### src/rtl/ahb_fifo_reg_slave_if.sv
// rtl/ahb_fifo_reg_slave_if.sv - AHB-Lite signal bundle between a bus master and the register slave
// Purpose: carries one AHB-Lite request/response path.
// Ports (modports):
//   master - drives HSELx, HADDR, HTRANS, HWRITE, HSIZE, HBURST, HPROT, HWDATA, HREADY_IN;
//            observes HRDATA, HREADY_OUT, HRESP, XFER_ERROR_ACCESS
//   slave  - the reverse directions
interface ahb_fifo_reg_slave_if;
  logic        HSELx;
  logic [31:0] HADDR;
  logic [1:0]  HTRANS;
  logic        HWRITE;
  logic [2:0]  HSIZE;
  logic [2:0]  HBURST;
  logic [3:0]  HPROT;
  logic [31:0] HWDATA;
  logic        HREADY_IN;
  logic [31:0] HRDATA;
  logic        HREADY_OUT;
  logic [1:0]  HRESP;
  logic        XFER_ERROR_ACCESS;

  modport master (
    output HSELx, HADDR, HTRANS, HWRITE, HSIZE, HBURST, HPROT, HWDATA, HREADY_IN,
    input  HRDATA, HREADY_OUT, HRESP, XFER_ERROR_ACCESS
  );

  modport slave (
    input  HSELx, HADDR, HTRANS, HWRITE, HSIZE, HBURST, HPROT, HWDATA, HREADY_IN,
    output HRDATA, HREADY_OUT, HRESP, XFER_ERROR_ACCESS
  );
endinterface

### src/rtl/ahb_fifo_reg_slave.sv
// rtl/ahb_fifo_reg_slave.sv - AHB-Lite register slave with CTRL/STATUS/DATA FIFO/SCRATCH window
// Purpose: decodes a 16-byte window of word registers and answers with OKAY,
//   wait-stated read or two-cycle ERROR responses.
// Ports:
//   HCLK    - bus clock, rising edge
//   HRESETN - asynchronous reset, active high (1 = reset)
//   bus     - AHB-Lite slave modport (request in, HRDATA/HREADY_OUT/HRESP/XFER_ERROR_ACCESS out)
module ahb_fifo_reg_slave #(
  parameter logic [31:0] BASE_ADDR  = 32'h0000_0000,
  parameter int          FIFO_DEPTH = 8,
  parameter int          READ_WAIT  = 1
) (
  input logic                 HCLK,
  input logic                 HRESETN,
  ahb_fifo_reg_slave_if.slave bus
);

  localparam int AW = $clog2(FIFO_DEPTH);
  localparam int CW = $clog2(FIFO_DEPTH) + 1;
  localparam int WAIT_INIT_I = (READ_WAIT > 0) ? READ_WAIT - 1 : 0;
  localparam logic [1:0] WAIT_INIT = WAIT_INIT_I[1:0];
  localparam logic [CW-1:0] FULL_CNT = CW'(FIFO_DEPTH);

  localparam logic [1:0] OFF_CTRL    = 2'd0;
  localparam logic [1:0] OFF_STATUS  = 2'd1;
  localparam logic [1:0] OFF_DATA    = 2'd2;
  localparam logic [1:0] OFF_SCRATCH = 2'd3;
  localparam logic [1:0] RESP_OKAY   = 2'b00;
  localparam logic [1:0] RESP_ERROR  = 2'b01;

  typedef enum logic [1:0] {ST_IDLE, ST_WAIT, ST_ERR1, ST_ERR2} state_t;

  state_t        state_q, state_d;
  logic [1:0]    wait_cnt_q, wait_cnt_d;
  logic [1:0]    rd_off_q, rd_off_d;
  logic          wr_pend_q, wr_pend_d;
  logic [1:0]    wr_off_q, wr_off_d;
  logic          ctrl_en_q, ctrl_en_d;
  logic [31:0]   scratch_q, scratch_d;
  logic [AW-1:0] wr_ptr_q, wr_ptr_d;
  logic [AW-1:0] rd_ptr_q, rd_ptr_d;
  logic [CW-1:0] count_q, count_d;
  logic [31:0]   hrdata_q, hrdata_d;
  logic          hready_out_q, hready_out_d;
  logic [1:0]    hresp_q, hresp_d;
  logic          xfer_err_q, xfer_err_d;
  logic [31:0]   mem_q [FIFO_DEPTH];

  logic          push, pop, flush, accept, req_err, capture;
  logic [1:0]    req_off, cap_off;
  logic [CW-1:0] count_commit;
  logic [31:0]   fifo_head, status_val, read_val;
  logic          unused_ok;

  assign unused_ok = &{1'b0, bus.HBURST, bus.HPROT, bus.HTRANS[0]};
  assign req_off   = bus.HADDR[3:2];

  always_comb begin
    // Retire the write whose data phase ends at this edge; everything below
    // (error checks, read data) sees the register state after that write.
    ctrl_en_d = ctrl_en_q;
    scratch_d = scratch_q;
    push      = 1'b0;
    flush     = 1'b0;
    if (wr_pend_q) begin
      case (wr_off_q)
        OFF_CTRL: begin
          ctrl_en_d = bus.HWDATA[0];
          flush     = bus.HWDATA[1];
        end
        OFF_DATA:    push      = 1'b1;
        OFF_SCRATCH: scratch_d = bus.HWDATA;
        default: ;
      endcase
    end
    count_commit = flush ? '0 : count_q + CW'(push);

    accept  = hready_out_q & bus.HSELx & bus.HREADY_IN & bus.HTRANS[1];
    req_err = (bus.HSIZE != 3'b010) ||
              (bus.HADDR[1:0] != 2'b00) ||
              (bus.HADDR[31:4] != BASE_ADDR[31:4]) ||
              (bus.HWRITE && req_off == OFF_STATUS) ||
              (bus.HWRITE && req_off == OFF_DATA && (!ctrl_en_d || count_commit == FULL_CNT)) ||
              (!bus.HWRITE && req_off == OFF_DATA && count_commit == '0);

    state_d      = state_q;
    wait_cnt_d   = wait_cnt_q;
    rd_off_d     = rd_off_q;
    wr_pend_d    = 1'b0;
    wr_off_d     = wr_off_q;
    hready_out_d = 1'b1;
    hresp_d      = RESP_OKAY;
    xfer_err_d   = 1'b0;
    capture      = 1'b0;
    cap_off      = req_off;

    case (state_q)
      ST_WAIT: begin
        if (wait_cnt_q == 2'd0) begin
          capture = 1'b1;
          cap_off = rd_off_q;
          state_d = ST_IDLE;
        end else begin
          wait_cnt_d   = wait_cnt_q - 2'd1;
          hready_out_d = 1'b0;
        end
      end
      ST_ERR1: begin
        state_d = ST_ERR2;
        hresp_d = RESP_ERROR;
      end
      default: begin
        // IDLE and ERR2 are both final data cycles, so both take new requests.
        state_d = ST_IDLE;
        if (accept) begin
          if (req_err) begin
            state_d      = ST_ERR1;
            hready_out_d = 1'b0;
            hresp_d      = RESP_ERROR;
            xfer_err_d   = 1'b1;
          end else if (bus.HWRITE) begin
            wr_pend_d = 1'b1;
            wr_off_d  = req_off;
          end else if (READ_WAIT == 0) begin
            capture = 1'b1;
          end else begin
            state_d      = ST_WAIT;
            hready_out_d = 1'b0;
            wait_cnt_d   = WAIT_INIT;
            rd_off_d     = req_off;
          end
        end
      end
    endcase

    // An empty FIFO with a push retiring now has HWDATA as its head.
    fifo_head  = (count_q == '0) ? bus.HWDATA : mem_q[rd_ptr_q];
    status_val = (32'(count_commit) << 8) |
                 {30'b0, count_commit == FULL_CNT, count_commit == '0};
    case (cap_off)
      OFF_CTRL:   read_val = {31'b0, ctrl_en_d};
      OFF_STATUS: read_val = status_val;
      OFF_DATA:   read_val = fifo_head;
      default:    read_val = scratch_d;
    endcase
    hrdata_d = capture ? read_val : 32'h0;
    pop      = capture && (cap_off == OFF_DATA);

    if (flush) begin
      wr_ptr_d = '0;
      rd_ptr_d = '0;
      count_d  = '0;
    end else begin
      wr_ptr_d = wr_ptr_q + AW'(push);
      rd_ptr_d = rd_ptr_q + AW'(pop);
      count_d  = count_commit - CW'(pop);
    end
  end

  always_ff @(posedge HCLK or posedge HRESETN) begin
    if (HRESETN) begin
      state_q      <= ST_IDLE;
      wait_cnt_q   <= 2'd0;
      rd_off_q     <= 2'd0;
      wr_pend_q    <= 1'b0;
      wr_off_q     <= 2'd0;
      ctrl_en_q    <= 1'b0;
      scratch_q    <= 32'h0;
      wr_ptr_q     <= '0;
      rd_ptr_q     <= '0;
      count_q      <= '0;
      hrdata_q     <= 32'h0;
      hready_out_q <= 1'b1;
      hresp_q      <= RESP_OKAY;
      xfer_err_q   <= 1'b0;
    end else begin
      state_q      <= state_d;
      wait_cnt_q   <= wait_cnt_d;
      rd_off_q     <= rd_off_d;
      wr_pend_q    <= wr_pend_d;
      wr_off_q     <= wr_off_d;
      ctrl_en_q    <= ctrl_en_d;
      scratch_q    <= scratch_d;
      wr_ptr_q     <= wr_ptr_d;
      rd_ptr_q     <= rd_ptr_d;
      count_q      <= count_d;
      hrdata_q     <= hrdata_d;
      hready_out_q <= hready_out_d;
      hresp_q      <= hresp_d;
      xfer_err_q   <= xfer_err_d;
    end
  end

  // Storage needs no reset; the pointers and count define what is valid.
  always_ff @(posedge HCLK) begin
    if (push) begin
      mem_q[wr_ptr_q] <= bus.HWDATA;
    end
  end

  assign bus.HRDATA            = hrdata_q;
  assign bus.HREADY_OUT        = hready_out_q;
  assign bus.HRESP             = hresp_q;
  assign bus.XFER_ERROR_ACCESS = xfer_err_q;

endmodule

### src/flat_wrapper.sv
// flat-port wrapper written by rule: the top's interface ports become plain ports
module ahb_fifo_reg_slave_flat 
#(
  parameter logic [31:0] BASE_ADDR  = 32'h0000_0000,
  parameter int          FIFO_DEPTH = 8,
  parameter int          READ_WAIT  = 1
)
  (HCLK, HRESETN, bus_HSELx, bus_HADDR, bus_HTRANS, bus_HWRITE, bus_HSIZE, bus_HBURST, bus_HPROT, bus_HWDATA, bus_HREADY_IN, bus_HRDATA, bus_HREADY_OUT, bus_HRESP, bus_XFER_ERROR_ACCESS);
  ahb_fifo_reg_slave_if bus_i ();
  input logic HCLK;
  input logic HRESETN;
  input wire logic [$bits(bus_i.HSELx)-1:0] bus_HSELx;
  input wire logic [$bits(bus_i.HADDR)-1:0] bus_HADDR;
  input wire logic [$bits(bus_i.HTRANS)-1:0] bus_HTRANS;
  input wire logic [$bits(bus_i.HWRITE)-1:0] bus_HWRITE;
  input wire logic [$bits(bus_i.HSIZE)-1:0] bus_HSIZE;
  input wire logic [$bits(bus_i.HBURST)-1:0] bus_HBURST;
  input wire logic [$bits(bus_i.HPROT)-1:0] bus_HPROT;
  input wire logic [$bits(bus_i.HWDATA)-1:0] bus_HWDATA;
  input wire logic [$bits(bus_i.HREADY_IN)-1:0] bus_HREADY_IN;
  output wire logic [$bits(bus_i.HRDATA)-1:0] bus_HRDATA;
  output wire logic [$bits(bus_i.HREADY_OUT)-1:0] bus_HREADY_OUT;
  output wire logic [$bits(bus_i.HRESP)-1:0] bus_HRESP;
  output wire logic [$bits(bus_i.XFER_ERROR_ACCESS)-1:0] bus_XFER_ERROR_ACCESS;
  assign bus_i.HSELx = bus_HSELx;
  assign bus_i.HADDR = bus_HADDR;
  assign bus_i.HTRANS = bus_HTRANS;
  assign bus_i.HWRITE = bus_HWRITE;
  assign bus_i.HSIZE = bus_HSIZE;
  assign bus_i.HBURST = bus_HBURST;
  assign bus_i.HPROT = bus_HPROT;
  assign bus_i.HWDATA = bus_HWDATA;
  assign bus_i.HREADY_IN = bus_HREADY_IN;
  assign bus_HRDATA = bus_i.HRDATA;
  assign bus_HREADY_OUT = bus_i.HREADY_OUT;
  assign bus_HRESP = bus_i.HRESP;
  assign bus_XFER_ERROR_ACCESS = bus_i.XFER_ERROR_ACCESS;
  ahb_fifo_reg_slave #(.BASE_ADDR(BASE_ADDR), .FIFO_DEPTH(FIFO_DEPTH), .READ_WAIT(READ_WAIT)) u_core (.HCLK(HCLK), .HRESETN(HRESETN), .bus(bus_i));
endmodule
### config.mk
export PLATFORM = sky130hd
export DESIGN_NAME = ahb_fifo_reg_slave_flat
export DESIGN_NICKNAME = d
export VERILOG_FILES = /design/src/rtl/ahb_fifo_reg_slave_if.sv /design/src/rtl/ahb_fifo_reg_slave.sv /design/src/flat_wrapper.sv
export SDC_FILE = /design/constraint.sdc
export NUM_CORES = 1
export LEC_CHECK = 0
export CAP_MARGIN = 20
export CORE_MARGIN = 4
export CORE_UTILIZATION = 30
export DETAILED_ROUTE_END_ITERATION = 6
export GPL_TIMING_DRIVEN = 0
export PLACE_DENSITY = 0.45
export SETUP_SLACK_MARGIN = 0.3
export SKIP_CTS_REPAIR_TIMING = 1
export SLEW_MARGIN = 20
export SYNTH_ARGS = -nofsm -noshare
export SYNTH_HDL_FRONTEND = slang
export SYNTH_SLANG_ARGS = --single-unit
### constraint.sdc
create_clock -name HCLK -period 10.83 [get_ports HCLK]
set_input_delay 1.6245 -clock HCLK [delete_from_list [all_inputs] [get_ports HCLK]]
set_output_delay 1.6245 -clock HCLK [all_outputs]
set_load 0.05 [all_outputs]
==> run metrics <==
fin crit period=about 3.5 ns; post-DR wirelength/cell=21.7 um; clock sinks=343; drt pass-1 iters=4; number of global-route vias before repair=7992; TritonCTS Buffers=39; H-Tree Level Count=2; Rows=77; switching power=between 0.5 and 0.6 mW; skew final=0.0207 ns; Fin Setup TNS=0 ns; Critical Path Max Stage Delay=0.80 ns; CTS tree=yes; Max Buffers Root-to-Sink=3; top cells by area, synth=edfxtp_1 56%, dfrtp_1 16%, mux4_2 11%, mux2_2 3.0%, mux2i_1 2.4%; R2R depth=11; Post-synth ARST share=0.254; Initial Util=0.306; number of antenna violations at the first check in global routing=2; number of distinct library cells after synthesis=51; arrival time worst endpoint=between 1.5 and 2 ns; syn_nets=836; Hold WC Path Type=reg -> reg; Yosys warnings=0; Final WS setup=7.36 ns; Gate Count Post-Synth=744; clock root buffer=clkbuf_16; switch share=0.206; hold path depth=1; Rel. slew slack=0.306; Die X=221 um; leak pwr=6.01 nW; Yosys top cell area share=0.563; Crit. End Element=primary output; cell taking the most area after synthesis=edfxtp_1; PD cells=165 nW/um2; count of input and output buffers=between 100 and 150; dpl ws=6.86 ns; routability cong.=0.705; outcome=complete, no violations; DIE AREA=49000 um2; RSZ-0062 raised after global routing=false; register area share after synthesis=0.722; Die Y=around 220 um; final WL=roughly 33000 um; Seq pwr share=0.507; Logic pwr share=0.042; CP Launch Type=register; CP Max Fanout=2; Setup CP Type=reg -> out; largest net degree at the start of global routing=65; HPWL after DPL=21400 um; post-layout util=0.385; Avg Synthesized Cell Area=18.4 um2; Slew Limit Fails=0; P_int=roughly 2.2 mW; area of the multi-input gates=3680 um2; clock latency on the worst-skew pair=0.53 ns; FF+latch count, synth=343; Clock transition at path regs=0.06 ns; GRT Total Usage=0.136; Buf/Inv on CP=1; IO Pins=roughly 120; Netlist Area Pre-Place=~14000 um2; grt ovf=0; # DRC=0; critical path cell sequence=clkdlybuf4s50_1; MaxCap Viol Count=0; Peak VDD IR=about 0.00009 V; first-pass GRT wire length=50800 um; cell depth of the worst setup path=1; Main synth FF type=edfxtp_1; Iteration-0 DRC Markers=475; post-placement cell area=15900 um2; FF/Latch Area=9870 um2; Slowest cell on crit path=clkdlybuf4s50_1; Antenna Nets Post-Route=0; delay-heaviest family, CP=buffers and inverters; Post-synth EDFFs=256; final hold viol count=0; Clock Power Share=0.451; fin crit share=0.320; design area=17200 um2; synthesis-to-layout area growth=25.8%; # setup viols final=0; NumNets Final=1006; Core Box Area=44600 um2; layout cell share with drive strength beyond 1=0.223; total number of vias=between 7000 and 8000; Slew @ Worst Pin=~1.0 ns; fmax=288 MHz; Vias per Instance=4.78; WP data required=9.21 ns; # fillers=4110
cell type report:
class / count / area share
multi-input cells: 357 / 0.214
clock inverters: 15 / 0.00742
flip-flops and latches: 343 / 0.574
inverters: 9 / 0.00226
repair buffers: 129 / 0.0855
diodes: 1 / 0.000146
plain buffers: 35 / 0.00851
clock buffers: 55 / 0.0651
well taps: 592 / 0.0431
logic make-up after synthesis:
group | share of synthesized area
flops | 0.722
mux | 0.161
simple gates | 0.0424
compound gates | 0.0473
buf+inv | 0.0131
fa+ha+maj | 0.0101
xor+xnor | 0.00385
other cells | 0.000274
power by group through the flow:
stage / clock [mW] / sequential, mW / combinational, mW
after floorplan: 0 / 1.47 / 0.0474
after global placement: 0 / 1.46 / 0.117
after detailed placement: 0 / 1.46 / 0.121
after CTS: 1.32 / 1.44 / 0.121
after global routing: 1.38 / 1.44 / 0.132
final: 1.28 / 1.44 / 0.119
layer usage:
layer | wire length (um) | global-route usage | up-vias | share of wire
li1 | - | - | 3311 | -
met1 | 15000 | 0.186 | 3822 | 0.45
met2 | 15900 | 0.224 | 165 | 0.48
met3 | 1820 | 0.0303 | 45 | 0.055
met4 | 551 | 0.0292 | 2 | 0.017
met5 | 13 | 0 | - | 0.00039
state kept, by name, indices dropped and copies added, names as in the netlist:
register and count:
u_core.mem_q 256, u_core.bus.HRDATA 32, u_core.scratch_q 32, u_core.count_q 4, u_core.rd_ptr_q 3, u_core.wr_ptr_q 3
u_core.rd_off_q 2, u_core.state_q 2, u_core.wait_cnt_q 2, u_core.wr_off_q 2, u_core.bus.HREADY_OUT 1, u_core.bus.HRESP 1
u_core.bus.XFER_ERROR_ACCESS 1, u_core.ctrl_en_q 1, u_core.wr_pend_q 1
path summary, 6_finish.rpt:
path	start	endpoint	slack, ns
worst max-delay path	u_core.bus.HREADY_OUT	bus_HREADY_OUT	7.36
worst min-delay path	u_core.scratch_q[20]	u_core.scratch_q[20]	0.49
worst max register to register	u_core.wait_cnt_q[0]	u_core.count_q[2]	7.54
worst min register to register	u_core.scratch_q[20]	u_core.scratch_q[20]	0.49
max in group asynchronous	HRESETN	u_core.scratch_q[7]	8.74
min in group asynchronous	HRESETN	u_core.wr_off_q[0]	1.44
Yosys cell counts, types with 2 or more instances:
master / n
nand2_1: 39
xor2_1: 2
mux4_2: 64
a21oi_1: 14
nand3_1: 2
nor2_1: 25
o31ai_1: 2
edfxtp_1: 256
clkbuf_1: 19
nand3b_1: 2
buf_1: 7
nand4_1: 2
mux2_1: 2
o21ai_0: 33
a2bb2oi_1: 2
mux2i_1: 33
xnor2_1: 4
o22ai_1: 4
inv_1: 8
or3_4: 2
nor4_2: 4
ha_1: 11
a22o_1: 26
buf_2: 8
dfrtp_1: 86
a211oi_1: 2
mux2_2: 36
nand2b_1: 5
and2_1: 6
nor3_1: 13
nor4_1: 5
metrics by stage:
stage / hold slack (ns) / cells / total power [mW]
detailed placement: 0.481 / 1465 / 1.58
CTS: 0.494 / 1535 / 2.88
floorplan: 0.467 / 744 / 1.52
global placement: 0.479 / 1443 / 1.58
finish: 0.494 / 1536 / 2.83
global route: 0.504 / 1535 / 2.95
cell usage in the layout, fill, tap and decap left out, types with 26 or more instances in the layout:
| master | instances |
|---|---|
| a22o_1 | 26 |
| clkbuf_1 | 28 |
| clkbuf_16 | 41 |
| clkdlybuf4s50_1 | 107 |
| dfrtp_1 | 86 |
| edfxtp_1 | 256 |
| mux2_2 | 36 |
| mux2i_1 | 33 |
| mux4_2 | 64 |
| nand2_1 | 39 |
| o21ai_0 | 33 |
Power figures use the tool's default switching activity.
